--- src/rtl/photo_adc_reader.sv ---
// Photo-sensor reader: periodic XADC DRP reads, 2**AVG_LOG2-sample average, 7-bit light level.
// Optional output hysteresis is enabled by defining ADC_HYST_EN.
//
// state  | meaning
// IDLE   | waiting for the sample timer tick
// REQ    | one-cycle DRP read request (drp_den high)
// WAIT   | waiting for drp_drdy, bounded by TIMEOUT
// ACC    | add latched sample into the accumulator
// AVG    | window complete: publish level, clear accumulator
module photo_adc_reader #(
  parameter int unsigned SAMPLE_DIV = 100_000,
  parameter int unsigned AVG_LOG2   = 3,
  parameter logic [6:0]  DRP_ADDR   = 7'h13,
  parameter int unsigned TIMEOUT    = 63,
  parameter int unsigned HYST       = 2
) (
  input  logic        clk,
  input  logic        reset_p,
  output logic        drp_den,
  output logic [6:0]  drp_daddr,
  output logic        drp_dwe,
  input  logic        drp_drdy,
  input  logic [15:0] drp_do,
  output logic [6:0]  adc_value,
  output logic        adc_valid,
  output logic        drp_err
);

  localparam int unsigned DIV_W = (SAMPLE_DIV > 1) ? $clog2(SAMPLE_DIV) : 1;
  localparam int unsigned TO_W  = (TIMEOUT > 0) ? $clog2(TIMEOUT + 1) : 1;
  localparam int unsigned ACC_W = 12 + AVG_LOG2;
  localparam int unsigned CNT_W = (AVG_LOG2 > 0) ? AVG_LOG2 : 1;

  localparam logic [DIV_W-1:0] DIV_LOAD = DIV_W'(SAMPLE_DIV - 1);
  localparam logic [TO_W-1:0]  TO_LOAD  = TO_W'(TIMEOUT);
  localparam logic [CNT_W-1:0] CNT_LAST = CNT_W'((1 << AVG_LOG2) - 1);

  typedef enum logic [2:0] {
    S_IDLE,
    S_REQ,
    S_WAIT,
    S_ACC,
    S_AVG
  } state_t;

  state_t            state_q, state_d;
  logic [DIV_W-1:0]  timer_q, timer_d;
  logic [TO_W-1:0]   wait_q, wait_d;
  logic [11:0]       sample_q, sample_d;
  logic [ACC_W-1:0]  acc_q, acc_d;
  logic [CNT_W-1:0]  cnt_q, cnt_d;
  logic [6:0]        value_q, value_d;
  logic              valid_q, valid_d;
  logic              err_q, err_d;

  logic              tick;
  logic [11:0]       avg12;
  logic [6:0]        new_lvl;

`ifdef ADC_HYST_EN
  localparam logic [7:0] HYST_L = 8'(HYST);
  logic              seen_q, seen_d;
  logic [6:0]        diff;
  logic              upd;
`endif

  assign drp_daddr = DRP_ADDR;
  assign drp_dwe   = 1'b0;
  assign drp_den   = (state_q == S_REQ);
  assign adc_value = value_q;
  assign adc_valid = valid_q;
  assign drp_err   = err_q;

  // Free-running down-counter; terminal count 0 is the tick, same phase as an up-count wrap.
  assign tick = (timer_q == '0);

  always_comb begin
    timer_d = tick ? DIV_LOAD : timer_q - DIV_W'(1);
  end

  assign avg12   = acc_q[AVG_LOG2 +: 12];
  assign new_lvl = avg12[11:5];

`ifdef ADC_HYST_EN
  always_comb begin
    diff = (new_lvl >= value_q) ? (new_lvl - value_q) : (value_q - new_lvl);
    upd  = !seen_q || (({1'b0, diff} >= HYST_L) && (new_lvl != value_q));
  end
`endif

  always_comb begin
    state_d  = state_q;
    wait_d   = wait_q;
    sample_d = sample_q;
    acc_d    = acc_q;
    cnt_d    = cnt_q;
    value_d  = value_q;
    valid_d  = 1'b0;
    err_d    = err_q;
`ifdef ADC_HYST_EN
    seen_d   = seen_q;
`endif
    case (state_q)
      S_IDLE: begin
        if (tick) state_d = S_REQ;
      end
      S_REQ: begin
        wait_d  = TO_LOAD;
        state_d = S_WAIT;
      end
      S_WAIT: begin
        // drdy wins over an expiring wait counter in the same cycle
        if (drp_drdy) begin
          sample_d = drp_do[15:4];
          state_d  = S_ACC;
        end else if (wait_q == '0) begin
          err_d   = 1'b1;
          state_d = S_IDLE;
        end else begin
          wait_d = wait_q - TO_W'(1);
        end
      end
      S_ACC: begin
        acc_d   = acc_q + ACC_W'(sample_q);
        cnt_d   = cnt_q + CNT_W'(1);
        state_d = (cnt_q == CNT_LAST) ? S_AVG : S_IDLE;
      end
      S_AVG: begin
        acc_d   = '0;
        cnt_d   = '0;
        state_d = S_IDLE;
`ifdef ADC_HYST_EN
        if (upd) begin
          value_d = new_lvl;
          valid_d = 1'b1;
          seen_d  = 1'b1;
        end
`else
        value_d = new_lvl;
        valid_d = 1'b1;
`endif
      end
      default: state_d = S_IDLE;
    endcase
  end

  always_ff @(posedge clk) begin
    if (reset_p) begin
      state_q  <= S_IDLE;
      timer_q  <= DIV_LOAD;
      wait_q   <= '0;
      sample_q <= '0;
      acc_q    <= '0;
      cnt_q    <= '0;
      value_q  <= '0;
      valid_q  <= 1'b0;
      err_q    <= 1'b0;
`ifdef ADC_HYST_EN
      seen_q   <= 1'b0;
`endif
    end else begin
      state_q  <= state_d;
      timer_q  <= timer_d;
      wait_q   <= wait_d;
      sample_q <= sample_d;
      acc_q    <= acc_d;
      cnt_q    <= cnt_d;
      value_q  <= value_d;
      valid_q  <= valid_d;
      err_q    <= err_d;
`ifdef ADC_HYST_EN
      seen_q   <= seen_d;
`endif
    end
  end

endmodule

--- config.mk ---
export PLATFORM = sky130hd
export DESIGN_NAME = photo_adc_reader
export DESIGN_NICKNAME = d
export VERILOG_FILES = /design/src/rtl/photo_adc_reader.sv
export SDC_FILE = /design/constraint.sdc
export NUM_CORES = 1
export LEC_CHECK = 0
export BUFFER_PORTS_ARGS = -buffer_cell sky130_fd_sc_hd__buf_4
export CORE_ASPECT_RATIO = 1.4
export CORE_UTILIZATION = 57
export DETAILED_ROUTE_END_ITERATION = 8
export PLACE_DENSITY_LB_ADDON = 0.05
export SYNTH_ARGS = -nofsm -noshare
export SYNTH_HDL_FRONTEND = slang
export SYNTH_SLANG_ARGS = --single-unit
--- constraint.sdc ---
create_clock -name clk -period 2.74 [get_ports clk]
set_input_delay 0 -clock clk [delete_from_list [all_inputs] [get_ports clk]]
set_output_delay 0 -clock clk [all_outputs]
set_load 0.005 [all_outputs]
==> results.tsv, run 1 <==
metric	value	unit
status	completed	
Yosys reg bits	65	
Max Slew Vio Count	0	
fmax	0.430	GHz
Iteration-0 DRC Markers	83	
YS warnings	0	
clk sinks	65	
Async S/R FF share, synth	0	%
Die Wd	64.0	µm
initial antenna violation count	0	
worst clock skew	7.60	ps
standard-cell rows	31	
largest net degree at the start of global routing	50	
cell area after synthesis	3070	µm²
Top-Level Pins	37	
detailed-route wire length	5900	µm
Total GRT Usage	22.5	%
vias in the first global route	2276	
Cell variety after synth	57	
final worst setup slack	414	ps
port buffer count	24	
final layout net count	430	
Max clock buf depth	2	
Worst Path Max Fanout	4	
Cell Area, Placed	3250	µm²
Via density	5.31	
Die Span Y	88.8	µm
share of cells above drive strength 1	12.1	%
maxcap violations	0	
Max H-tree Level	3	
CTS buffer count	9	
crit end category	register	
RSZ-0062 raised after global routing	false	
die footprint	5690	µm²
routability cong.	0.784	
antenna-violating nets left	0	
area fraction of the dominant cell type after synthesis	42.4	%
vias	2459	
Fin Setup TNS	0	ps
Post-route DRC	0	
fin crit period	2330	ps
Cells after Synth	358	
CP Data Required Time	3010	ps
Lkg Pwr	1.41	nW
cell area after layout	3580	µm²
Synth area leader	dfxtp_1	
Power, Total	1.82	mW
Synth Area per Inst	8.58	µm²
number of diodes	0	
DP Worst Slack	407	ps
DPL Wire Length	4040	µm
first-pass GRT wire length	9750	µm
Max VDD drop	0.337	mV
dominant synthesized flop cell	dfxtp_1	
Simple-Gate Fraction of Synth Area	22.8	%
Worst-path clk slew	70	ps
measured slew at the worst slew-check pin	774	ps
drt wl/cell	12.7	µm
main combinational cell family by area after synthesis	simple AND/OR/NAND/NOR gates	
Area contributors post-synth	dfxtp_1 42%, nand2_1 7.5%, ha_1 6.9%, a21oi_1 6.0%, xnor2_1 4.6%	
Slew headroom	48.0	%
Final period util	84.9	%
drt pass-1 iters	4	
power per cell area	509	nW/µm²
Worst Path Arrival	2600	ps
critical path class	register to register	
Min-Delay Path Class	input port to register	
Setup Buffers After CTS	0	
Synth Area in Compound Gates	15.3	%
Adder-Cell Fraction of Synth Area	7.58	%
xor and xnor fraction of the mapped netlist area	6.56	%
final setup fails	0	
clock root cell	clkbuf_8	
CTS tree	yes	
multiplexer share of the synthesized area	0.693	%
sequential area share after synthesis	42.4	%
area grow syn2layout	16.5	%
grt total ovfl	0	
insertion delay to the later sink of the worst-skew pair	340	ps
Initial Utilization	59.1	%
Hold Vio Cnt, Final	0	
core area	5200	µm²
worst hold margin	109	ps
startpoint class of the critical path	register	
EDFF count, synth	0	
[metal layers]
| layer | vias to the layer above | GRT usage (%) | wire length, µm |
|---|---|---|---|
| li1 | 1291 | - | - |
| met1 | 1130 | 24.2 | 2580 |
| met2 | 27 | 40.5 | 3050 |
| met3 | 11 | 6.57 | 142 |
| met4 | 0 | 10.5 | 117 |
| met5 | - | 0 | 0 |
[metrics by stage]
stage,instances,utilization (%)
global route,463,68.8
CTS,463,68.8
detailed placement,435,62.6
finish,463,68.8
floorplan,364,-
global placement,435,62.6
[power by group]
part           internal [mW]  leakage [nW]  total (mW)  switching [mW]
registers              0.948         0.524       0.953         0.00437
clock network          0.462         0.102       0.809           0.347
logic                 0.0295         0.786      0.0572          0.0277
total                   1.44          1.41        1.82           0.379
[cell usage after synthesis (2+ instances only)]
cell type and n:
nand3_1 7, nand2_1 61, a22oi_1 7, inv_1 9, xor2_1 7, or3_1 4, o41ai_1 2, o21ai_0 6
ha_1 17, a21oi_1 37, a211oi_1 3, clkbuf_1 7, buf_1 2, xnor2_1 16, o21a_1 2, nor4_1 5
a31oi_1 2, a22o_1 3, and2_1 2, nor2_1 36, nor3_1 10, dfxtp_1 65, o211ai_1 4, buf_4 8
nor3b_1 2, conb_1 2, nor2b_1 2
[critical path, cell delays in order (launching register included)]
cell and delay [ps]:
dfxtp_1 330, ha_1 160, inv_1 50, fa_1 400, nor2b_1 170, o211ai_1 160, o21ai_0 250, o21ai_0 200
or3_1 380, a21oi_1 140
[layout make-up]
class	instances	area, µm²
multi-input combinational	271	1650
fill	452	1620
sequential	65	1300
timing repair buffer	37	310
clock buffer	12	155
tap	66	82.6
clock inverter	3	40.0
inverter	9	33.8
[layout by cell type, fill, tap and decap left out, types with 2 or more instances in the layout]
cell type      count
clkbuf_8          11
nand3_1            7
inv_1              9
nor3b_1            2
a22oi_1            7
and2_1             2
dfxtp_1           65
buf_4             24
or3_1              4
conb_1             8
o211ai_1           4
nand2_1           61
o21a_1             2
a22o_1             3
o21ai_0            6
nor2b_1            2
ha_1              17
dlygate4sd3_1     13
clkinv_2           2
nor3_1            10
o41ai_1            2
nor2_1            36
xor2_1             7
xnor2_1           16
a31oi_1            2
nor4_1             5
a21oi_1           37
a211oi_1           3
[path summary, 6_finish.rpt]
check | slack, ps | startpoint | end | cells after the start
worst min register to register | 450 | timer_q[0]$_SDFF_PP1_ | timer_q[0]$_SDFF_PP1_ | 1
worst min-delay path | 110 | reset_p | adc_valid$_SDFF_PP0_ | 2
worst max register to register | 410 | sample_q[0]$_SDFFE_PP0P_ | acc_q[14]$_SDFFE_PP0P_ | 9
worst max-delay path | 410 | sample_q[0]$_SDFFE_PP0P_ | acc_q[14]$_SDFFE_PP0P_ | 9
[repair_timing]
item,in CTS,in global routing
hold buffers,13,0
hold endpoints to repair,13,0
gates resized for setup,0,0
[cell families (layout without fill, tap and decap cells)]
logic type,count (synthesis),after routing
buffers and inverters,28,61
DFF,65,65
xor gates and xnor gates,23,23
and+or+nand+nor,145,145
other,2,8
AOI/OAI and AO/OA,75,75
muxes,2,2
adders and majority gates,18,18
[sequential cells by signal, indices dropped and copies added, names as in the netlist]
register,count
adc_value,7
acc_q,15
timer_q,17
cnt_q,3
drp_err,1
wait_q,6
adc_valid,1
state_q,3
sample_q,12
No activity file was read; power rests on OpenSTA's default activity.
==> run 2, diff against run 1 <==
==> constraint.sdc (replaced) <==
create_clock -name clk -period 2.3 [get_ports clk]
set_input_delay 0 -clock clk [delete_from_list [all_inputs] [get_ports clk]]
set_output_delay 0 -clock clk [all_outputs]
set_load 0.005 [all_outputs]
==> run 2 against run 1 <==
Non-clock buffer count is 3 higher. First-iteration DRC count is 12% lower. Worst setup slack worse by 300 ps. Hold slack better by 13 ps. Wire length is 0.10% higher. Register-to-register slack worse by 300 ps. Clock-buffer cell count is 2 lower. Combinational power is 24% higher. Clock skew is 1.0 ps higher. Sequential share of layout area is 0.064 points higher.
==> results.tsv, run 2 (synthesis gave the netlist of run 1 again) <==
metric	value	unit
status	completed	
worst clock skew	8.62	ps
Iteration-0 DRC Markers	73	
Die Wd	64.0	µm
Via density	5.44	
Hold Vio Cnt, Final	0	
CP Data Required Time	2570	ps
startpoint class of the critical path	register	
Final period util	95.2	%
insertion delay to the later sink of the worst-skew pair	340	ps
routability cong.	0.811	
vias in the first global route	2329	
Worst Path Max Fanout	4	
Max VDD drop	0.314	mV
fin crit period	2190	ps
antenna-violating nets left	0	
crit end category	register	
CTS tree	yes	
Max Slew Vio Count	0	
number of flip-flops in the largest register	17	
vias	2540	
top flop regs	timer_q (17), acc_q (15), sample_q (12)	
Top-Level Pins	37	
port buffer count	24	
fmax	0.457	GHz
final layout net count	433	
standard-cell rows	31	
Lkg Pwr	1.41	nW
first-pass GRT wire length	9650	µm
largest net degree at the start of global routing	50	
Setup Buffers After CTS	0	
power per cell area	565	nW/µm²
Fillers	465	
clk sinks	65	
Worst Path Arrival	2460	ps
measured slew at the worst slew-check pin	558	ps
Worst-path clk slew	70	ps
drt wl/cell	12.6	µm
multi-input logic area	1660	µm²
CTS buffer count	9	
Max clock buf depth	2	
drt pass-1 iters	4	
maxcap violations	0	
Slew headroom	62.4	%
Post-route DRC	0	
die footprint	5690	µm²
detailed-route wire length	5900	µm
Fin Setup TNS	0	ps
area grow syn2layout	16.3	%
Min-Delay Path Class	input port to register	
most frequent cells in the layout	65 x dfxtp_1, 61 x nand2_1, 37 x a21oi_1	
Register Area	1300	µm²
final core occ	68.7	%
initial antenna violation count	0	
DPL Wire Length	4060	µm
most common cell after layout, fill and taps aside	dfxtp_1	
share of cells above drive strength 1	13.2	%
Biggest register	timer_q	
RSZ-0062 raised after global routing	false	
core area	5200	µm²
number of diodes	0	
grt total ovfl	0	
clock root cell	clkbuf_8	
critical path class	register to register	
Die Span Y	88.8	µm
final setup fails	0	
Total GRT Usage	22.2	%
Initial Utilization	59.1	%
Max H-tree Level	3	
[run 2: changes by cell type in the layout (fill, tap and decap cells not counted), sizes merged]
cell / change
buf: +3
bufinv: -1
clkbuf: -2
clkinv: +2
clkinvlp: +2
[run 2: layout make-up]
type | count | share of cell area, %
multi-input combinational | 271 | 46.4
clock inverter | 6 | 0.981
tap | 66 | 2.31
sequential | 65 | 36.4
timing repair buffer | 40 | 9.32
clock buffer | 10 | 3.57
inverter | 9 | 0.946
[run 2: what timing repair did]
item,CTS,global route
hold buffers,13,0
hold endpoints to repair,13,0
resized for setup,1,3
setup endpoints to repair,2,3
[run 2: path summary, 6_finish.rpt]
kind / from / endpoint / slack, ps / cells past startpoint
worst min-delay path: reset_p / state_q[1]$_SDFFE_PP0P_ / 120 / 2
worst min register to register: timer_q[0]$_SDFF_PP1_ / timer_q[0]$_SDFF_PP1_ / 450 / 1
worst max register to register: sample_q[0]$_SDFFE_PP0P_ / acc_q[14]$_SDFFE_PP0P_ / 110 / 9
worst max-delay path: sample_q[0]$_SDFFE_PP0P_ / acc_q[14]$_SDFFE_PP0P_ / 110 / 9
[run 2: worst max-delay path, stage by stage, from the launching register on]
cell and delay (ps):
dfxtp_1 330, ha_1 170, inv_1 50, fa_1 400, nor2b_1 180, o211ai_1 170
o21ai_2 190, o21ai_1 130, or3_1 350, a21oi_1 140
[run 2: per-layer routing]
metal  vias up  share of wire [%]  global-route usage, %
li1       1299                  -                      -
met1      1204                 44                   22.8
met2        30                 52                   41.1
met3         7                2.7                   6.44
met4         0                1.5                   10.3
met5         -                  0                      0
[run 2: metrics by stage]
| stage | hold WS, ps | cell area, µm² | setup slack [ps] | power [mW] | cells |
|---|---|---|---|---|---|
| global placement | 246 | 3270 | 50.5 | 1.21 | 438 |
| global route | 131 | 3570 | 3.96 | 2.09 | 467 |
| detailed placement | 255 | 3270 | -31.6 | 1.21 | 438 |
| finish | 122 | 3570 | 110 | 2.02 | 467 |
| CTS | 111 | 3570 | 31.0 | 2.03 | 467 |
| floorplan | 136 | 3090 | 244 | 1.20 | 364 |
[run 2: power breakdown]
part	switching, mW	internal, mW	leakage (nW)
combinational	0.0347	0.0365	0.800
sequential	0.00529	1.13	0.524
clock	0.430	0.383	0.0818
total	0.470	1.55	1.41
==> run 3, diff against run 2 <==
--- a/config.mk
+++ b/config.mk
@@ -5,9 +5,10 @@
 export SDC_FILE = /design/constraint.sdc
 export NUM_CORES = 1
 export LEC_CHECK = 0
+export ABC_AREA = 1
 export BUFFER_PORTS_ARGS = -buffer_cell sky130_fd_sc_hd__buf_4
 export CORE_ASPECT_RATIO = 1.4
-export CORE_UTILIZATION = 57
+export CORE_UTILIZATION = 59
 export DETAILED_ROUTE_END_ITERATION = 8
 export PLACE_DENSITY_LB_ADDON = 0.05
 export SYNTH_ARGS = -nofsm -noshare
==> run 3 against run 2 <==
Via count rose by 21%. Combinational power rose to 2.6 times the previous value. Clock power rose by 27%. Fmax rose by 16%. Critical path depth rose by 4. Clock skew rose by 1.9 ps. Design area rose by 11%. Critical endpoint unchanged. Largest cell class unchanged.
==> results.tsv, run 3 <==
metric	value	unit
dominant synthesized flop cell	dfxtp_1	
Gate power share	7.8	%
Min-Delay Path Class	input port to register	
Fin Setup TNS	0	ps
Worst-path clk slew	70	ps
die footprint	6180	µm²
number of flip-flops in the largest register	17	
sequential share of power	48.9	%
core area	5570	µm²
most frequent cells in the layout	110 x nand2_1, 75 x nor2_1, 65 x dfxtp_1	
Synth Area per Inst	7.02	µm²
largest net degree at the start of global routing	26	
area grow syn2layout	15.0	%
first-pass GRT wire length	12200	µm
Hold Vio Cnt, Final	0	
clock root cell	clkbuf_8	
detailed-route wire length	7140	µm
worst clock skew	10.5	ps
Synth area leader	dfxtp_1	
CP Data Required Time	2530	ps
Async S/R FF share, synth	0	%
power per cell area	598	nW/µm²
CP most frequent cell	nand2_1	
insertion delay to the later sink of the worst-skew pair	340	ps
Total GRT Usage	25.4	%
grt total ovfl	0	
Worst path max stage delay	360	ps
most frequent cell after synthesis	nand2_1	
Max Slew Vio Count	0	
vias	3085	
RSZ-0062 raised after global routing	false	
Die Span Y	92.6	µm
fin crit period	1890	ps
Worst Path Max Fanout	4	
antenna-violating nets left	0	
startpoint class of the critical path	register	
Inst Count DP	575	
slowest stage cell, crit path	fa_1	
Cell variety after synth	34	
clk sinks	65	
YS warnings	0	
Clk pwr share	43.3	%
Top-Level Pins	37	
Initial Utilization	62.2	%
critical path class	register to register	
Biggest register	timer_q	
Post-route DRC	0	
drt pass-1 iters	4	
Yosys reg bits	65	
sequential area share after synthesis	37.6	%
vias in the first global route	2910	
final layout net count	568	
Via density	5.12	
standard-cell rows	32	
crit end category	register	
Final period util	82.3	%
CP delay by family, top	simple AND/OR/NAND/NOR gates	
final setup fails	0	
status	completed	
Switching Fraction	22.9	%
EDFF count, synth	0	
CTS-repair resized insts	0	
Die Wd	66.7	µm
fmax	0.529	GHz
Lkg Pwr	1.83	nW
drt wl/cell	11.8	µm
Cells after Synth	493	
CTS tree	yes	
cell area after synthesis	3460	µm²
number of diodes	0	
Area contributors post-synth	dfxtp_1 38%, nand2_1 12%, nor2_1 8.1%, ha_1 6.1%, inv_1 5.0%	
top flop regs	timer_q (17), acc_q (15), sample_q (12)	
share of cells above drive strength 1	12.9	%
Power Internal	1.84	mW
most common cell after layout, fill and taps aside	nand2_1	
initial antenna violation count	0	
Setup Buffers After CTS	0	
area fraction of the dominant cell type after synthesis	37.6	%
Worst Path Arrival	2120	ps
Iteration-0 DRC Markers	158	
Max H-tree Level	3	
Max VDD drop	0.671	mV
port buffer count	24	
maxcap violations	0	
final std cells w/o fill	603	
top post-synthesis cells by count	110 x nand2_1, 75 x nor2_1, 65 x dfxtp_1, 46 x inv_1, 34 x a21oi_1	
WP buf/inv	2	
Max clock buf depth	2	
DPL Wire Length	5000	µm
Hold Buf Count CTS	13	
switching power	0.546	mW
routability cong.	0.927	
CTS buffer count	9	
critical path cell sequence	ha_1, inv_1, fa_1, inv_1, nand3_1, nand3_1, nand2_1, nand2_1, nand2_1, nand2_1, nand3_1, nand2_1, nor2_1	
-- run 3: cell types whose count changed after synthesis, moves of 11 or more --
cell | before | now
o21ai_0 | 6 | 29
inv_1 | 9 | 46
xnor2_1 | 16 | 5
nor2_1 | 36 | 75
nand2_1 | 61 | 110
nand3_1 | 7 | 31
-- run 3: power by group through the flow --
stage / Sequential (mW) / Combinational [mW] / Clock [mW]
6_report: 1.16 / 0.186 / 1.03
5_1_grt: 1.17 / 0.213 / 1.10
4_1_cts: 1.16 / 0.187 / 1.05
3_5_place_dp: 1.19 / 0.168 / 0
3_3_place_gp: 1.19 / 0.165 / 0
2_1_floorplan: 1.19 / 0.133 / 0
-- run 3: cells by family (layout without fill, tap and decap cells) --
kind of cell    count (synthesis)  count (layout)  synth area share, %
flops                          65              65                 37.6
other cells                     2               8                0.217
buf+inv                        74             110                 9.65
fa+ha+maj                      18              18                 6.72
simple gates                  249             249                 31.6
xor+xnor                       12              12                 3.04
compound gates                 73              73                 11.2
-- run 3: worst reg2reg max path, stage by stage (launching register included) --
cell and delay [ps]:
dfxtp_1 340, ha_1 200, inv_1 70, fa_1 360, inv_1 120, nand3_1 80, nand3_1 140, nand2_1 90
nand2_1 80, nand2_1 60, nand2_1 80, nand3_1 70, nand2_1 70, nor2_1 40
-- run 3: cell type report --
class | instances | area, µm²
Clock buffer | 10 | 128
Clock inverter | 5 | 81.3
Fill cell | 469 | 1590
Inverter | 56 | 210
Multi-Input combinational cell | 360 | 1850
Sequential cell | 65 | 1300
Tap cell | 68 | 85.1
Timing Repair Buffer | 39 | 325
-- run 3: metal layers --
layer / track usage [%] / part of all wire, % / up-vias
li1: - / - / 1636
met1: 30.1 / 46 / 1395
met2: 44.8 / 50 / 48
met3: 5.54 / 3.4 / 6
met4: 6.74 / 0.83 / 0
met5: 0 / 0 / -
-- run 3: final timing paths --
check,start,to,slack [ps],cells past startpoint
max,acc_q[0]$_SDFFE_PP0P_,acc_q[14]$_SDFFE_PP0P_,410,13
min,reset_p,state_q[1]$_SDFFE_PP0P_,20,2
max reg2reg,acc_q[0]$_SDFFE_PP0P_,acc_q[14]$_SDFFE_PP0P_,410,13
min reg2reg,timer_q[0]$_SDFF_PP1_,timer_q[0]$_SDFF_PP1_,400,1
-- run 3: stage by stage --
stage,setup slack [ps],utilization [%],hold WS [ps],area [µm²],power (mW)
floorplan,648,-,135,3480,1.32
CTS,401,71.5,19.9,3980,2.40
global placement,494,65.4,218,3640,1.35
detailed placement,420,65.4,227,3640,1.36
global route,212,71.5,45.1,3980,2.48
finish,408,71.5,22.8,3980,2.38
